===== config.mk =====
export PLATFORM = sky130hd
export DESIGN_NAME = fp_serial_frontend
export DESIGN_NICKNAME = d
export VERILOG_FILES = /design/src/rtl/fp_serial_frontend.sv
export SDC_FILE = /design/constraint.sdc
export NUM_CORES = 1
export LEC_CHECK = 0
export ABC_AREA = 1
export CORE_MARGIN = 4
export CORE_UTILIZATION = 30
export CTS_BUF_LIST = sky130_fd_sc_hd__clkbuf_8
export DETAILED_ROUTE_END_ITERATION = 10
export PLACE_DENSITY = 0.59
export SYNTH_ARGS = -nofsm -noshare
export SYNTH_HDL_FRONTEND = slang
export SYNTH_SLANG_ARGS = --single-unit

===== constraint.sdc =====
create_clock -name clk -period 1.85 [get_ports clk]
set_input_delay 0.555 -clock clk [delete_from_list [all_inputs] [get_ports clk]]
set_output_delay 0.555 -clock clk [all_outputs]
set_load 0.005 [all_outputs]

===== src/rtl/fp_serial_frontend.sv =====
// rtl/fp_serial_frontend.sv - byte-serial command/result front end for the FP ALU datapath
//
// Purpose: assembles a 9-byte command frame (opcode, A, B), drives the FP unit
// operands and a one-cycle op_start pulse, captures op_result after OP_LATENCY
// cycles and streams it back MSB first as 4 bytes over a valid/ready link.
//
// Ports:
//   clk, rst               clock, synchronous active-high reset
//   in_data/valid/ready    command byte stream
//   op_a, op_b, op_sel     operands and operation select to the FP unit
//   op_start               one-cycle pulse, operands valid
//   op_result              FP unit result
//   out_data/valid/ready   result byte stream
//   busy                   frame in progress
module fp_serial_frontend #(
    parameter int OP_LATENCY = 1
) (
    input  logic        clk,
    input  logic        rst,
    input  logic [7:0]  in_data,
    input  logic        in_valid,
    output logic        in_ready,
    output logic [31:0] op_a,
    output logic [31:0] op_b,
    output logic [1:0]  op_sel,
    output logic        op_start,
    input  logic [31:0] op_result,
    output logic [7:0]  out_data,
    output logic        out_valid,
    input  logic        out_ready,
    output logic        busy
);

    typedef enum logic [1:0] {
        S_RX   = 2'd0,
        S_EXEC = 2'd1,
        S_SEND = 2'd2
    } state_t;

    localparam logic [3:0] LAT = 4'(OP_LATENCY);

    state_t      state;
    logic [3:0]  rx_cnt;
    logic [1:0]  tx_cnt;
    logic [3:0]  wait_cnt;
    logic [31:0] result;

    function automatic logic [7:0] res_byte(input logic [31:0] r, input logic [1:0] idx);
        case (idx)
            2'd0:    res_byte = r[31:24];
            2'd1:    res_byte = r[23:16];
            2'd2:    res_byte = r[15:8];
            default: res_byte = r[7:0];
        endcase
    endfunction

    // in_ready is combinational so the host sees it drop while rst is held.
    assign in_ready = (state == S_RX) & ~rst;
    assign busy     = (state != S_RX) | (rx_cnt != 4'd0);

    always_ff @(posedge clk) begin
        if (rst) begin
            state     <= S_RX;
            rx_cnt    <= 4'd0;
            tx_cnt    <= 2'd0;
            wait_cnt  <= 4'd0;
            result    <= 32'd0;
            op_a      <= 32'd0;
            op_b      <= 32'd0;
            op_sel    <= 2'd0;
            op_start  <= 1'b0;
            out_valid <= 1'b0;
            out_data  <= 8'd0;
        end else begin
            op_start <= 1'b0;
            case (state)
                S_RX: begin
                    if (in_valid) begin
                        if (rx_cnt == 4'd0)
                            op_sel <= in_data[1:0];
                        else if (rx_cnt <= 4'd4)
                            op_a <= {op_a[23:0], in_data};
                        else
                            op_b <= {op_b[23:0], in_data};

                        if (rx_cnt == 4'd8) begin
                            rx_cnt   <= 4'd0;
                            wait_cnt <= 4'd0;
                            op_start <= 1'b1;
                            state    <= S_EXEC;
                        end else begin
                            rx_cnt <= rx_cnt + 4'd1;
                        end
                    end
                end
                S_EXEC: begin
                    // Operands stay frozen here; only RX accepts modify them.
                    if (wait_cnt == LAT) begin
                        result    <= op_result;
                        out_data  <= op_result[31:24];
                        out_valid <= 1'b1;
                        tx_cnt    <= 2'd0;
                        state     <= S_SEND;
                    end else begin
                        wait_cnt <= wait_cnt + 4'd1;
                    end
                end
                S_SEND: begin
                    if (out_ready) begin
                        if (tx_cnt == 2'd3) begin
                            out_valid <= 1'b0;
                            state     <= S_RX;
                        end else begin
                            tx_cnt   <= tx_cnt + 2'd1;
                            out_data <= res_byte(result, tx_cnt + 2'd1);
                        end
                    end
                end
                default: state <= S_RX;
            endcase
        end
    end

endmodule


==> impl_metrics.toml, run 1 <==
[outcome]
status = "finished clean"

[global_routing]
grt.met2_usage = 0.2351
use_met1 = 0.1836
antenna_found_initial = 0
grt_pass1_wl_um = 21650
grt_overflow = 0
grt_pass1_vias = 4425
grt_busiest_layer = "met2"
grtUsageTotal = 0.1452
grt_max_degree = 44
grt_util_met3 = 0.04499

[synthesis]
synth_area_mm2 = 0.005066
synth.distinct_cells = 23
synth.ff_latch_count = 120
synth_cells = 722
syn_avg_cell_area_um2 = 7.017
yosysWarnings = 0
synth.yosys.seq_area_share = 0.4742
synth_fp_nets = 775

[sta]
slew_violations = 0
rsz0062_at_grt = "true"
fin_worst_skew_ns = 0.01019
hold_violations = 0
period_share = 0.9809
period_needed_ns = 1.815
setup_viol = 0
slew-limit-headroom = 0.6168
fmaxAchievable_mhz = 551.0
holdWs_ns = 0.4655
worstMarginPinSlew_ns = 0.5740

[placement]
place_hpwl_um = 9276
placed_area_mm2 = 0.006738
dp_cells = 1051
routabilityCongestion = 0.7842
io_buffer_count = 121

[worst_setup_path]
worst-r2r-cell-count = 9
startpoint_type = "flop"
timing.rr.start = "tx_cnt[0]"
path_class = "reg2out"
critical_path.max_fanout = 2
end_kind = "output pin"
r2r_end = "out_data[0]"
cp_data_required_time_ns = 1.29
slowest_delay_ns = 0.32
crit_slowest_cell = "dfxtp_2"
crit_top_cell = "inv_2"
crit_chain = "inv_2 -> ha_4 -> nand3_4 -> inv_2 -> nand2_1 -> buf_2"
crit_start = "rx_cnt[0]"
rrSetupSlack_ns = 0.21
critPathArrivalTime_ns = 1.26

[power_and_ir_drop]
p_leak_uw = 0.003651
power_density_mw_per_mm2 = 808.0
vdd_ir_drop_max_mv = 0.4502

[clock_network]
h-tree-depth = 4
cts_buffers = 17
root_buffer = "clkbuf_8"
clk_pin_slew_ns = 0.07
cts_tree = "done"
clock_path_buffers = 2
clock-sinks = 120
worstSkewPairLatency_ns = 0.44

[finish]
fin_util = 0.4366
drive_gt1_frac = 0.1569
nets = 913
n_antenna_cell = 0
finalInstanceArea_mm2 = 0.007241
stdcell_count = 1093
fill_cells = 1728
syn_to_final_growth_pct = 42.92

[min_path]
hold_start = "out_valid"
holdPathStages = 2
hp-class = "reg2reg"
hold_end = "out_valid"

[floorplan]
coreArea_mm2 = 0.01658
die_x_um = 138.0
die_h_um = 138.0
start_util = 0.3055
fp.dieArea_mm2 = 0.01903
fp-row-count = 47
io_pins = 122

[route]
num_vias = 4775
ant_nets = 0
via_per_inst = 4.369
routed_wl_um = 13440
drcViolationCount = 0
first_pass_iters = 5
wire_per_inst_um = 12.30
drtIter0Drc = 184

[run]
cap_violations = 0
-- cells in the final DEF (no fill, tap or decap), types with 3 or more instances in the layout --
cell type,instances
clkbuf_8,19
clkdlybuf4s50_1,42
clkinv_2,3
buf_4,27
nand2_2,5
nor2_1,250
nand4_1,4
nand3_1,8
inv_1,27
o21ai_0,76
nand3b_1,32
inv_2,10
dfxtp_2,45
ha_1,8
dfxtp_1,75
bufinv_16,3
buf_12,11
a21oi_1,6
dlygate4sd2_1,67
nand2_1,126
dlymetal6s2s_1,10
-- stage by stage --
| step | setup slack (ns) | total power (uW) | setup TNS [ns] |
|---|---|---|---|
| global placement | -0.4590 | 3461 | -3.001 |
| floorplan | 0.3025 | 3068 | 0 |
| CTS | -0.06840 | 5913 | -0.06840 |
| finish | 0.03526 | 5850 | 0 |
| detailed placement | -0.4419 | 3464 | -3.367 |
| global route | -0.07541 | 6132 | -0.07541 |
-- kinds of logic (layout without fill, tap and decap cells) --
family,count (synthesis),count (layout),synth area share
AOI/OAI and AO/OA,85,85,0.08570
xor gates and xnor gates,1,1,0.001729
adders and majority gates,9,9,0.02223
buffers and inverters,75,226,0.05853
DFF,120,120,0.4742
and+or+nand+nor,432,432,0.3576
-- final cells by class --
| class | count | area (um^2) | area share |
|---|---|---|---|
| Sequential cell | 120 | 2459 | 0.3396 |
| Clock buffer | 19 | 261.5 | 0.03612 |
| Multi-Input combinational cell | 527 | 2395 | 0.3307 |
| Clock inverter | 13 | 153.9 | 0.02125 |
| Timing Repair Buffer | 159 | 1565 | 0.2162 |
| Tap cell | 220 | 275.3 | 0.03802 |
| Inverter | 35 | 131.4 | 0.01814 |
-- worst max-delay path, delay by kind of cell, from the launching register on --
family / cells / cell delay, ns
AND/OR/NAND/NOR: 2 / 0.11
buffers and inverters: 3 / 0.26
adder cells (fa/ha/maj): 1 / 0.15
flip-flops: 1 / 0.32
-- worst max path at each step --
| stage | endpoint | slack, ns |
|---|---|---|
| floorplan | op_a[14] | 0.30 |
| global placement | in_ready | -0.46 |
| detailed placement | in_ready | -0.44 |
| CTS | busy | -0.07 |
| global route | busy | -0.08 |
| finish | busy | 0.04 |
-- sequential cells by signal (all words and copies together) (netlist names) --
signal / count
result: 32
rx_cnt: 4
op_sel: 2
state: 2
wait_cnt: 4
op_start: 1
op_b: 32
tx_cnt: 2
op_a: 32
out_valid: 1
out_data: 8
-- where the power goes --
part           internal, uW  switching (uW)
registers              2670            47.5
logic                   360             303
clock network          1390            1070
-- synthesized netlist by cell type --
master | number | share of area
nand3_1 | 9 | 0.0089
a21oi_1 | 6 | 0.0059
buf_2 | 12 | 0.012
nor3_4 | 1 | 0.0032
clkbuf_1 | 23 | 0.017
o211ai_1 | 1 | 0.0015
nand2_1 | 126 | 0.093
nor2_1 | 251 | 0.19
inv_1 | 29 | 0.021
o21ai_0 | 76 | 0.075
nand2_2 | 5 | 0.0062
inv_2 | 6 | 0.0044
o21bai_1 | 1 | 0.0015
buf_1 | 5 | 0.0037
nand3b_1 | 32 | 0.047
xnor2_1 | 1 | 0.0017
nand4_1 | 4 | 0.0049
nand3_4 | 1 | 0.0035
o21ai_2 | 1 | 0.0017
ha_1 | 9 | 0.022
nor2_4 | 1 | 0.0022
dfxtp_1 | 120 | 0.47
nor3_1 | 2 | 0.0020
-- metal layers --
layer | up-vias | share of wire
met5 | - | 0
met4 | 0 | 0.012
met3 | 13 | 0.064
met2 | 121 | 0.46
met1 | 2106 | 0.46
li1 | 2535 | -
-- repair_timing --
action,CTS,global route
setup endpoints to repair,74,12
pin swaps,1,1
hold buffers,0,0
gates resized for setup,120,17
buffers inserted,8,2
Note: power is estimated with default switching activity, not from simulation.
==> inputs of run 2 (changes only) <==
Settings changed: CELL_PAD_IN_SITES_DETAIL_PLACEMENT set to 1, CELL_PAD_IN_SITES_GLOBAL_PLACEMENT set to 2, CORE_UTILIZATION 30 to 28, PLACE_DENSITY 0.59 to 0.88.
==> impl_metrics.toml, run 2 (same netlist as run 1, synthesis figures left out) <==
[outcome]
status = "finished with violations"
violations = "setup timing"

[clock_network]
cts_tree = "done"
root_buffer = "clkbuf_8"
clk_pin_slew_ns = 0.08
clock-sinks = 120
ctsHoldBuffers = 0
cts_buffers = 17
clock_path_buffers = 2
h-tree-depth = 4
worstSkewPairLatency_ns = 0.45

[global_routing]
grt_overflow = 0
grt_max_degree = 48
grtUsageTotal = 0.1550
grt_pass1_wl_um = 25110
grt_pass1_vias = 5087
antenna_found_initial = 0

[worst_setup_path]
startpoint_type = "flop"
cp.buffers_inverters = 3
worst-r2r-cell-count = 9
cp_data_required_time_ns = 1.29
cpLargestDelayFamily = "flip-flops"
crit_slowest_cell = "dfxtp_2"
cp.depth = 6
path_class = "reg2out"
crit_top_cell = "inv_2"
rrSetupSlack_ns = 0.15
critical_path.max_fanout = 2
r2r_end = "op_b[4]"
timing.rr.start = "rx_cnt[1]"
slowest_delay_ns = 0.33
end_kind = "output pin"
crit_chain = "inv_2 -> ha_4 -> nand3_4 -> inv_2 -> nand2_1 -> buf_2"
critPathArrivalTime_ns = 1.32

[power_and_ir_drop]
clockPowerShare = 0.430
intPower_uw = 4395
p_sw_uw = 1576
switching_share = 0.2640
p_leak_uw = 0.003588
p_comb_frac = 0.114
p_seq_frac = 0.456
vdd_ir_drop_max_mv = 0.4617
power_density_mw_per_mm2 = 816.9

[sta]
slew-limit-headroom = 0.5878
hold_violations = 0
rsz0062_at_grt = "true"
period_needed_ns = 1.872
worst_slack_ns = -0.02186
holdWs_ns = 0.4729
setup_viol = 1
worstMarginPinSlew_ns = 0.6174
fmaxAchievable_mhz = 534.2
period_share = 1.012
fin_worst_skew_ns = 0.01345
slew_violations = 0

[floorplan]
die_h_um = 142.5
start_util = 0.2889
die_x_um = 142.5
fp.dieArea_mm2 = 0.02031
io_pins = 122
coreArea_mm2 = 0.01754
fp-row-count = 48

[finish]
finalInstanceArea_mm2 = 0.007310
nets = 931
biggestRegsByFlops = "op_a x32, op_b x32, result x32"
syn_to_final_growth_pct = 44.28
n_antenna_cell = 0
layout_commonest_cell = "nor2_1"
drive_gt1_frac = 0.1829
fill_cells = 2179
layout_common_cells = "nor2_1, nand2_1, dlygate4sd2_1, o21ai_0, dfxtp_1"

[min_path]
hp-class = "reg2reg"
hold_end = "op_a[28]"
hold_start = "op_a[28]"
holdPathStages = 2

[route]
wire_per_inst_um = 13.62
first_pass_iters = 4
drcViolationCount = 0
routed_wl_um = 15200
drtIter0Drc = 182
num_vias = 5102
via_per_inst = 4.572
ant_nets = 0

[placement]
place_hpwl_um = 10500
io_buffer_count = 121
routabilityCongestion = 0.7384
placed_area_mm2 = 0.006746

[run]
cap_violations = 0
[run 2: cell types whose count changed in the layout (fill, tap and decap cells not counted), sizes merged]
cell          delta
buf             +18
dlygate4sd2     +10
dlymetal6s2s    -10
inv              +4
clkinv           -3
clkbuf           -2
clkinvlp         +1
[run 2: how the worst max path moves through the flow]
| stage | start | endpoint |
|---|---|---|
| finish | rx_cnt[0] | busy |
| global route | rx_cnt[0] | busy |
| CTS | rx_cnt[1] | busy |
| detailed placement | rst | in_ready |
| global placement | rst | in_ready |
| floorplan | rx_cnt[0] | op_a[14] |
[run 2: power by group through the flow]
| stage | Combinational [uW] | Sequential [uW] | Clock, uW |
|---|---|---|---|
| 2_1_floorplan | 292 | 2780 | 0 |
| 3_3_place_gp | 686 | 2780 | 0 |
| 3_5_place_dp | 692 | 2780 | 0 |
| 4_1_cts | 680 | 2720 | 2640 |
| 5_1_grt | 761 | 2730 | 2770 |
| 6_report | 682 | 2720 | 2570 |
[run 2: area by class of cell]
type	instances	area [um^2]	share of cell area
clock buffer	17	234.0	0.03201
clock inverter	15	187.7	0.02568
inverter	35	131.4	0.01797
multi-input combinational	527	2397	0.3280
sequential	120	2465	0.3372
tap	225	281.5	0.03851
timing repair buffer	177	1613	0.2206
[run 2: worst reg2reg max path, cell delays in order, from the launching register on]
cell and delay [ns]:
dfxtp_2 0.35, inv_2 0.05, ha_4 0.16, buf_4 0.13
buf_4 0.13, o21ai_2 0.17, nand2_2 0.12, buf_4 0.18
o21ai_0 0.22, nor2_1 0.07
[run 2: metrics by stage]
step	cells	setup TNS (ns)	utilization	power (uW)	worst slack [ns]
6_report	1116	-0.02186	0.4168	5971	-0.02186
3_3_place_gp	1063	-3.961	0.3847	3464	-0.5390
5_1_grt	1116	-0.1174	0.4168	6264	-0.1142
2_1_floorplan	722	0	-	3068	0.3025
3_5_place_dp	1063	-4.498	0.3847	3473	-0.5274
4_1_cts	1114	-0.04294	0.4154	6045	-0.04294
[run 2: routing by layer]
layer	GRT usage	up-vias	routed length (um)
met5	0	-	0
met4	0.04652	0	183
met3	0.04435	15	771
met2	0.2658	105	7450
met1	0.1887	2410	6797
li1	-	2572	-
[run 2: timing repair]
action                                  in CTS  in global routing
endpoints found under the hold margin        0                  0
pin swaps                                    2                  2
endpoints found under the setup margin      78                  3
setup buffers                               19                  2
resized for setup                          139                  4
gates cloned                                 0                  0
==> inputs of run 3 (changes only) <==
Settings changed: GPL_ROUTABILITY_DRIVEN set to 0.
==> results of run 3 <==
Final layout, timing and power as in run 2 (identical DEF).
